## src/rtl/camera_pattern_gen.sv

```systemverilog
// -----------------------------------------------------------------------------
// camera_pattern_gen
//
// Emulates a parallel CMOS camera sensor. A free-running pixel clock is
// derived from Clk, and frames of LINE_VALID / FRAME_VALID qualified test
// pattern data are produced on request. All qualifiers and data change only
// on the Clk edge where PIXEL_CLK falls, so a receiver sampling on the
// PIXEL_CLK rising edge always sees stable values.
//
// Ports:
//   Clk          in   1   single clock
//   Reset        in   1   synchronous, active-high reset
//   Enable       in   1   request frame generation (sampled on fall ticks)
//   PIXEL_CLK    out  1   emulated sensor pixel clock (Clk / CLK_DIV)
//   LINE_VALID   out  1   line qualifier
//   FRAME_VALID  out  1   frame qualifier
//   PIXEL_DATA   out  10  pixel value, (x + y + frame_cnt) mod 1024
//   frame_done   out  1   one-Clk pulse when a frame (incl. VBLANK) ends
//   busy         out  1   high while a frame is in progress
//
// Build option:
//   CAM_FRAME_STAMP_EN  when defined, pixel (0,0) of each frame carries the
//                       frame counter instead of the test pattern.
//
// V_PRE, V_POST and V_BLANK are expected to be at least 1; H_BLANK may be 0.
// -----------------------------------------------------------------------------
module camera_pattern_gen #(
    parameter int H_ACTIVE = 640,
    parameter int H_BLANK  = 16,
    parameter int V_ACTIVE = 480,
    parameter int V_PRE    = 2,
    parameter int V_POST   = 2,
    parameter int V_BLANK  = 8,
    parameter int CLK_DIV  = 2
) (
    input  logic       Clk,
    input  logic       Reset,
    input  logic       Enable,
    output logic       PIXEL_CLK,
    output logic       LINE_VALID,
    output logic       FRAME_VALID,
    output logic [9:0] PIXEL_DATA,
    output logic       frame_done,
    output logic       busy
);

    localparam int HALF = CLK_DIV / 2;
    localparam int CW   = 16;

    typedef enum logic [2:0] {
        IDLE,
        PRE,
        ACTIVE,
        HBLANK,
        POST,
        VBLANK
    } state_t;

    state_t        state_q, state_d;
    logic [CW-1:0] cnt_q, cnt_d;
    logic [CW-1:0] x_q, x_d;
    logic [CW-1:0] y_q, y_d;
    logic [CW-1:0] div_q, div_d;
    logic [9:0]    frameCnt_q, frameCnt_d;
    logic          pixClk_q, pixClk_d;
    logic          lv_q, lv_d;
    logic          fv_q, fv_d;
    logic [9:0]    data_q, data_d;
    logic          frameDone_q, frameDone_d;
    logic          busy_q, busy_d;
    logic          divWrap;
    logic          fallTick;

    // Pixel clock divider: each half period lasts HALF Clk cycles. The fall
    // tick is the Clk edge on which PIXEL_CLK goes from 1 to 0; all state and
    // output updates are gated by it.
    always_comb begin
        divWrap  = (div_q == CW'(HALF - 1));
        div_d    = divWrap ? '0 : div_q + CW'(1);
        pixClk_d = divWrap ? ~pixClk_q : pixClk_q;
        fallTick = divWrap && pixClk_q;
    end

    // Frame sequencer. Between fall ticks every next-state value equals the
    // current one, so the registers below can load unconditionally. cnt_q
    // times PRE/HBLANK/POST/VBLANK; x_q doubles as the ACTIVE period counter.
    always_comb begin
        state_d     = state_q;
        cnt_d       = cnt_q;
        x_d         = x_q;
        y_d         = y_q;
        frameCnt_d  = frameCnt_q;
        frameDone_d = 1'b0;

        if (fallTick) begin
            case (state_q)
                IDLE: begin
                    if (Enable) begin
                        state_d = PRE;
                        cnt_d   = '0;
                        x_d     = '0;
                        y_d     = '0;
                    end
                end
                PRE: begin
                    if (cnt_q == CW'(V_PRE - 1)) begin
                        state_d = ACTIVE;
                        x_d     = '0;
                    end else begin
                        cnt_d = cnt_q + CW'(1);
                    end
                end
                ACTIVE: begin
                    if (x_q == CW'(H_ACTIVE - 1)) begin
                        cnt_d = '0;
                        if (y_q == CW'(V_ACTIVE - 1)) begin
                            state_d = POST;
                        end else if (H_BLANK == 0) begin
                            x_d = '0;
                            y_d = y_q + CW'(1);
                        end else begin
                            state_d = HBLANK;
                        end
                    end else begin
                        x_d = x_q + CW'(1);
                    end
                end
                HBLANK: begin
                    if (cnt_q == CW'(H_BLANK - 1)) begin
                        state_d = ACTIVE;
                        x_d     = '0;
                        y_d     = y_q + CW'(1);
                    end else begin
                        cnt_d = cnt_q + CW'(1);
                    end
                end
                POST: begin
                    if (cnt_q == CW'(V_POST - 1)) begin
                        state_d = VBLANK;
                        cnt_d   = '0;
                    end else begin
                        cnt_d = cnt_q + CW'(1);
                    end
                end
                VBLANK: begin
                    if (cnt_q == CW'(V_BLANK - 1)) begin
                        frameDone_d = 1'b1;
                        frameCnt_d  = frameCnt_q + 10'd1;
                        cnt_d       = '0;
                        x_d         = '0;
                        y_d         = '0;
                        state_d     = Enable ? PRE : IDLE;
                    end else begin
                        cnt_d = cnt_q + CW'(1);
                    end
                end
                default: begin
                    state_d = IDLE;
                end
            endcase
        end
    end

    // Output values derived from the state being entered, so they appear on
    // the same fall tick that moves the sequencer.
    always_comb begin
        lv_d   = (state_d == ACTIVE);
        fv_d   = (state_d == PRE) || (state_d == ACTIVE) ||
                 (state_d == HBLANK) || (state_d == POST);
        busy_d = (state_d != IDLE);
        data_d = '0;
        if (state_d == ACTIVE) begin
`ifdef CAM_FRAME_STAMP_EN
            if ((x_d == '0) && (y_d == '0)) begin
                data_d = frameCnt_q;
            end else begin
                data_d = x_d[9:0] + y_d[9:0] + frameCnt_q;
            end
`else
            data_d = x_d[9:0] + y_d[9:0] + frameCnt_q;
`endif
        end
    end

    always_ff @(posedge Clk) begin
        if (Reset) begin
            state_q     <= IDLE;
            cnt_q       <= '0;
            x_q         <= '0;
            y_q         <= '0;
            div_q       <= '0;
            frameCnt_q  <= '0;
            pixClk_q    <= 1'b0;
            lv_q        <= 1'b0;
            fv_q        <= 1'b0;
            data_q      <= '0;
            frameDone_q <= 1'b0;
            busy_q      <= 1'b0;
        end else begin
            state_q     <= state_d;
            cnt_q       <= cnt_d;
            x_q         <= x_d;
            y_q         <= y_d;
            div_q       <= div_d;
            frameCnt_q  <= frameCnt_d;
            pixClk_q    <= pixClk_d;
            lv_q        <= lv_d;
            fv_q        <= fv_d;
            data_q      <= data_d;
            frameDone_q <= frameDone_d;
            busy_q      <= busy_d;
        end
    end

    assign PIXEL_CLK   = pixClk_q;
    assign LINE_VALID  = lv_q;
    assign FRAME_VALID = fv_q;
    assign PIXEL_DATA  = data_q;
    assign frame_done  = frameDone_q;
    assign busy        = busy_q;

endmodule

```

## config.mk

```make
export PLATFORM = sky130hd
export DESIGN_NAME = camera_pattern_gen
export DESIGN_NICKNAME = d
export VERILOG_FILES = /design/src/rtl/camera_pattern_gen.sv
export SDC_FILE = /design/constraint.sdc
export NUM_CORES = 1
export LEC_CHECK = 0
export BUFFER_PORTS_ARGS = -buffer_cell sky130_fd_sc_hd__buf_2
export CAP_MARGIN = 30
export CORE_MARGIN = 10
export CORE_UTILIZATION = 62
export DETAILED_ROUTE_END_ITERATION = 6
export PLACE_DENSITY = 0.8
export SLEW_MARGIN = 20
export SYNTH_ARGS = -nofsm -noshare
export SYNTH_HDL_FRONTEND = slang
export SYNTH_SLANG_ARGS = --single-unit
```

## constraint.sdc

```tcl
create_clock -name Clk -period 6.15 [get_ports Clk]
set_input_delay 0.615 -clock Clk [delete_from_list [all_inputs] [get_ports Clk]]
set_output_delay 0.615 -clock Clk [all_outputs]
set_load 0.02 [all_outputs]
```

[After elaboration in Yosys (flattened, before gate mapping)]
Cells that the tools add are included.
Cells by class
  add/sub/neg operators: 7
  multiply operators: 0
  div/mod/pow operators: 0
  magnitude comparators: 0
  eq/ne operators: 22
  shift-type cells: 0
  mux-type cells: 30
  bitwise gates (word level): 4
  reductions and logical operators: 17
Operators with widths (count)
  two-way mux 16 bit: 14
  case mux 16 bit (6 select lines): 1
  case mux 16 bit (5 select lines): 1
  adder 16 x 1 -> 16 bit (second input constant): 4
  case mux 16 bit (3 select lines): 1
  two-way mux 3 bit: 8
  adder 10 bit: 2
  two-way mux 10 bit: 2
  case mux 3 bit (6 select lines): 1
  == test 16 x 1 -> 1 bit (second input constant): 1
  == test 16 x 10 -> 1 bit (second input constant): 1
  == test 16 x 3 -> 1 bit (second input constant): 1
  == test 16 x 4 -> 1 bit (second input constant): 1
  == test 16 x 9 -> 1 bit (second input constant): 1
  zero test 16 bit: 1
  != test 2 bit (second input constant): 8
  == test 3 x 2 -> 1 bit (second input constant): 4
  adder 10 x 1 -> 10 bit (second input constant): 1
  == test 3 bit (second input constant): 3
  AND reduction 7 bit: 1
  == test 3 x 1 -> 1 bit (second input constant): 2
  AND reduction 6 bit: 1
  nonzero test 3 bit: 2
  nonzero test 6 bit: 1
  other kinds (10): 17
Word-level totals
  register bits: 92
  bits in latches: 0
  RAM bits: 0
  ROM bits: 0
  input port bits: 3
  output and inout bits: 15
  logic and storage cells: 94
  memories kept: 0

[Depth between registers and ports, before layout]
  depth in word-level cells: 9
  gate-level depth with buffers: 19
  mapped depth without buffers: 19

[Least setup slack after synthesis]
Ideal clock, no wire load.
  kind: flip-flop to flip-flop
  from: register div_q[11]
  to: register data_q[9] (netlist: PIXEL_DATA[9])
  library setup time: 0.064 ns
  arrival time: 4.697 ns
  required time: 6.086 ns
  setup slack: 1.389 ns
  cell stages (with the launch flop): 18
  path buffers: 1
  period minus slack after synthesis: 4.761 ns
  path through: dfxtp_1 > or4_4 > or4b_4 > or3b_1 > buf_2 > or3_4 > nor3_1 > nor2_1 > fa_1 > ha_1 > fa_1 > a21o_1 > a211oi_1 > o21ai_0 > o211ai_1 > xnor2_1 > xnor3_1 > nor2_1
Between the ends
  elaborated cells on any way between the ends: 10
  those cells by class: 2 x add/sub; 1 x eq/ne; 3 x mux; 1 x bitwise; 3 x reduce/logical
RTL lines
  start, declared: line 63  | logic [CW-1:0] div_q, div_d;
  start signal, assigned: line 204  | div_q <= div_d;
  zero test 16 bit: line 78  | divWrap = (div_q == CW'(HALF - 1));
  logical AND 1 bit: line 81  | fallTick = divWrap && pixClk_q;
  two-way mux 10 bit: line 95  | if (fallTick) begin
  named net y_d[0]: line 62  | logic [CW-1:0] y_q, y_d;
  adder 10 bit (2 in a row): line 180  | data_d = x_d[9:0] + y_d[9:0] + frameCnt_q;
  end signal, assigned: line 209  | data_q <= data_d;
  end, declared: line 68  | logic [9:0] data_q, data_d;
The timed path passes the listed nets, and every way through them passes these cells.
A chain may end at the register's enable or synchronous reset.

[Worst setup path in the final report]
  from: register cnt_q[4]
  to: register data_q[9] (netlist: PIXEL_DATA[9])
Between the ends
  elaborated cells on any way between the ends: 23
  those cells by class: 2 x add/sub; 4 x eq/ne; 15 x mux; 1 x bitwise; 1 x reduce/logical
RTL lines
  start, declared: line 60  | logic [CW-1:0] cnt_q, cnt_d;
  start signal, assigned: line 201  | cnt_q <= cnt_d;
  == test 16 x 3 -> 1 bit (tied with other cells): line 146  | if (cnt_q == CW'(V_BLANK - 1)) begin
  two-way mux 16 bit, on equally long branches: line 146, 106, 129
  case mux 16 bit (5 select lines) (*): line 96  | case (state_q)
  two-way mux 10 bit (*): line 95
  named net x_d[0]: line 61  | logic [CW-1:0] x_q, x_d;
  adder 10 bit (*) (2 in a row): line 180
The timed path passes the listed nets; every way through them passes the cells marked *. The select of a mux whose other input is x is not followed.

==> flow_metrics.py <==
metrics = {
    "critical_path": {
        "crit_path_cell_trace": "or4_1 > nor4_4 > o21bai_2 > nor4_1 > o21ai_0 > mux2_2 > fa_1 > ha_1 > fa_1 > a21o_1 > a211oi_1 > o21ai_0 > o211ai_1 > xnor2_1 > xnor3_1 > nor2_1",
        "cp_slowest_stage_delay_ns": 0.70,
        "startpoint_type": "flip-flop",
        "arrival_ns": 5.64,
        "r2r_cells": 16,
        "worstReg2RegEnd": "PIXEL_DATA[9]",
        "cp_slowest_cell": "nor4_1",
        "path_buf_inv": 0,
        "critical_path.max_fanout": 6,
        "crit_start": "cnt_q[4]",
        "critPathCaptureType": "flip-flop",
        "r2r_start": "cnt_q[4]",
        "rrSetupSlack_ns": 0.80,
        "critPathTopFamily": "simple AND/OR/NAND/NOR gates",
        "critPathKind": "flip-flop to flip-flop",
        "cp_data_required_time_ns": 6.44,
    },
    "yosys": {
        "synth-simple-area-share_pct": 31.2,
        "synthAdderAreaFrac_pct": 7.36,
        "avgSynthCellArea_um2": 8.15,
        "yosysUniqueCellTypes": 73,
        "synth_edf_count": 0,
        "synth-compound-area-share_pct": 11.6,
        "syn-num-nets": 675,
        "synth_mux_area_share_pct": 0.404,
        "synth-xor-area-share_pct": 9.24,
        "synth-seq-area-share_pct": 34.9,
        "synthFlopType": "dfxtp_1",
        "synth_top_family_by_area": "simple AND/OR/NAND/NOR gates",
        "yosys_register_bits": 92,
        "yosysWarnings": 0,
        "syn-cell-area_um2": 5270,
        "synthCells": 647,
        "async_reset_ff_share_pct": 0,
    },
    "clock_tree": {
        "cts_root_buf": "clkbuf_8",
        "clockBufferDepth": 2,
        "path_clk_slew_ns": 0.10,
        "cts_tree": "built",
        "cts.repair.resized": 0,
        "h-tree-depth": 3,
        "clock_sinks": 92,
        "holdBufCountCts": 0,
        "clk_latency_ns": 0.37,
        "cts_setup_buffers": 0,
        "cts_made_buffers": 9,
    },
    "hold_path": {
        "hold_depth": 1,
        "min_to": "div_q[0]",
        "min-delay-start": "div_q[0]",
        "hold_class": "flip-flop to flip-flop",
    },
    "layout": {
        "final_cell_mix": "nor2_1, dfxtp_1, inv_1, nand2_1, xnor2_1",
        "layout-drive-gt1-share_pct": 8.81,
        "syn_to_final_growth_pct": 5.70,
        "final_common_cell": "nor2_1",
        "diodes": 0,
        "fin_util_pct": 67.5,
        "nNetsFinal": 681,
        "fillCellCount": 703,
        "final_area_um2": 5570,
    },
    "sta": {
        "slew_headroom_pct": 36.9,
        "max_freq_ghz": 0.187,
        "finalCriticalPeriod_ns": 5.35,
        "final.setup.tns_ns": 0,
        "hold_violations": 0,
        "finalCritPeriodShare_pct": 86.9,
        "slew_violations": 0,
        "rsz0062_at_grt": "no",
        "finClkSkew_ns": 0.0107,
        "setup_viol": 0,
        "tightestPinTransition_ns": 0.938,
    },
    "placement": {
        "place_area_um2": 5380,
        "io_buffers": 17,
        "globalplace.congestion": 0.960,
        "dp_hpwl_mm": 8.85,
    },
    "global_routing": {
        "overflow": 0,
        "antenna_found_initial": 0,
        "grt_pass1_vias": 4280,
        "grt_pass1_wl_mm": 19.8,
        "grt_max_degree": 44,
        "track_usage_pct": 18.4,
    },
    "floorplan": {
        "start_util_pct": 63.8,
        "rows": 33,
        "dieWidth_um": 112,
        "die_h_um": 112,
        "dieArea_um2": 12600,
        "io_pins": 18,
        "core_um2": 8260,
    },
    "power_and_ir_drop": {
        "power_mw": 1.08,
        "powerDensity_nw_per_um2": 193,
        "ir_worst_vdd_v": 0.000124,
        "leakagePower_nw": 2.06,
    },
    "run_status": {
        "outcome": "finished clean",
    },
    "drt": {
        "wl_mm": 11.8,
        "first_pass_iters": 5,
        "final_antenna_net_count": 0,
        "via_count": 4550,
        "drt-initial-drc-count": 402,
        "viasPerCell": 5.96,
        "wl_per_cell_um": 15.5,
        "drc_errors": 0,
    },
    "run": {
        "maxCapViolations": 0,
    },
}
## final cells by class
class | instances | area, um2 | area share (%)
inverter | 44 | 165 | 2.96
sequential | 92 | 1840 | 33.1
tap | 105 | 131 | 2.36
clock buffer | 9 | 124 | 2.22
clock inverter | 7 | 68.8 | 1.24
timing repair buffer | 17 | 85.1 | 1.53
multi-input combinational | 489 | 3150 | 56.6
## worst max path at each step
| stage | end | slack, ns | cells past startpoint |
|---|---|---|---|
| floorplan | PIXEL_DATA[9] | 1.39 | 17 |
| global placement | PIXEL_DATA[9] | 1.0 | 16 |
| detailed placement | PIXEL_DATA[9] | 0.87 | 16 |
| CTS | PIXEL_DATA[9] | 0.82 | 16 |
| global route | PIXEL_DATA[9] | 0.36 | 16 |
| finish | PIXEL_DATA[9] | 0.80 | 16 |
## kinds of logic (layout without fill, tap and decap cells)
| logic type | count (synthesis) | count (layout) |
|---|---|---|
| and+or+nand+nor | 315 | 315 |
| AOI/OAI and AO/OA | 93 | 93 |
| DFF | 92 | 92 |
| buffers and inverters | 66 | 77 |
| xor gates and xnor gates | 54 | 54 |
| adders and majority gates | 25 | 25 |
| muxes | 2 | 2 |
## Yosys cell counts (3+ instances only)
cell type	count	area (um2)
or4_1	9	67.6
and4_1	7	61.3
nor4_1	19	119
nand4_1	15	93.8
a21oi_1	33	165
dfxtp_1	92	1840
xor2_1	10	87.6
nand3_1	21	105
o21bai_1	3	22.5
nor2b_1	5	31.3
clkbuf_1	15	56.3
a2bb2oi_1	3	26.3
and2_1	9	56.3
nor3_1	22	110
or2_2	5	31.3
a31oi_1	4	25.0
or3_1	15	93.8
inv_1	44	165
buf_2	5	25.0
a21o_1	6	45.0
ha_1	15	188
o21ai_0	16	80.1
nor2_1	114	428
fa_1	10	200
and3_1	9	56.3
xnor2_1	43	377
nand2_1	44	165
## sequential cells by signal, indices dropped and copies added (netlist names), 3 cells and up
register,cells
div_q,16
y_q,16
x_q,16
PIXEL_DATA,10
state_q,3
frameCnt_q,10
cnt_q,16
## routing by layer
layer | GRT usage [%] | wire length, um
met1 | 23.5 | 5320
met2 | 28.8 | 5380
met3 | 3.51 | 675
met4 | 9.56 | 441
met5 | 0 | 0
## report_power, final
part           internal, mW  switching [mW]
Combinational        0.0237          0.0499
Clock                 0.157           0.238
Sequential            0.600         0.00704
Total                 0.780           0.295
## through the flow
stage	hold slack [ns]	worst slack [ns]	std cells
after floorplan	0.438	1.39	647
after global placement	0.455	0.997	747
after detailed placement	0.470	0.866	747
after CTS	0.495	0.815	763
after global routing	0.535	0.365	763
final	0.487	0.804	763
No activity file was read; power rests on OpenSTA's default activity.
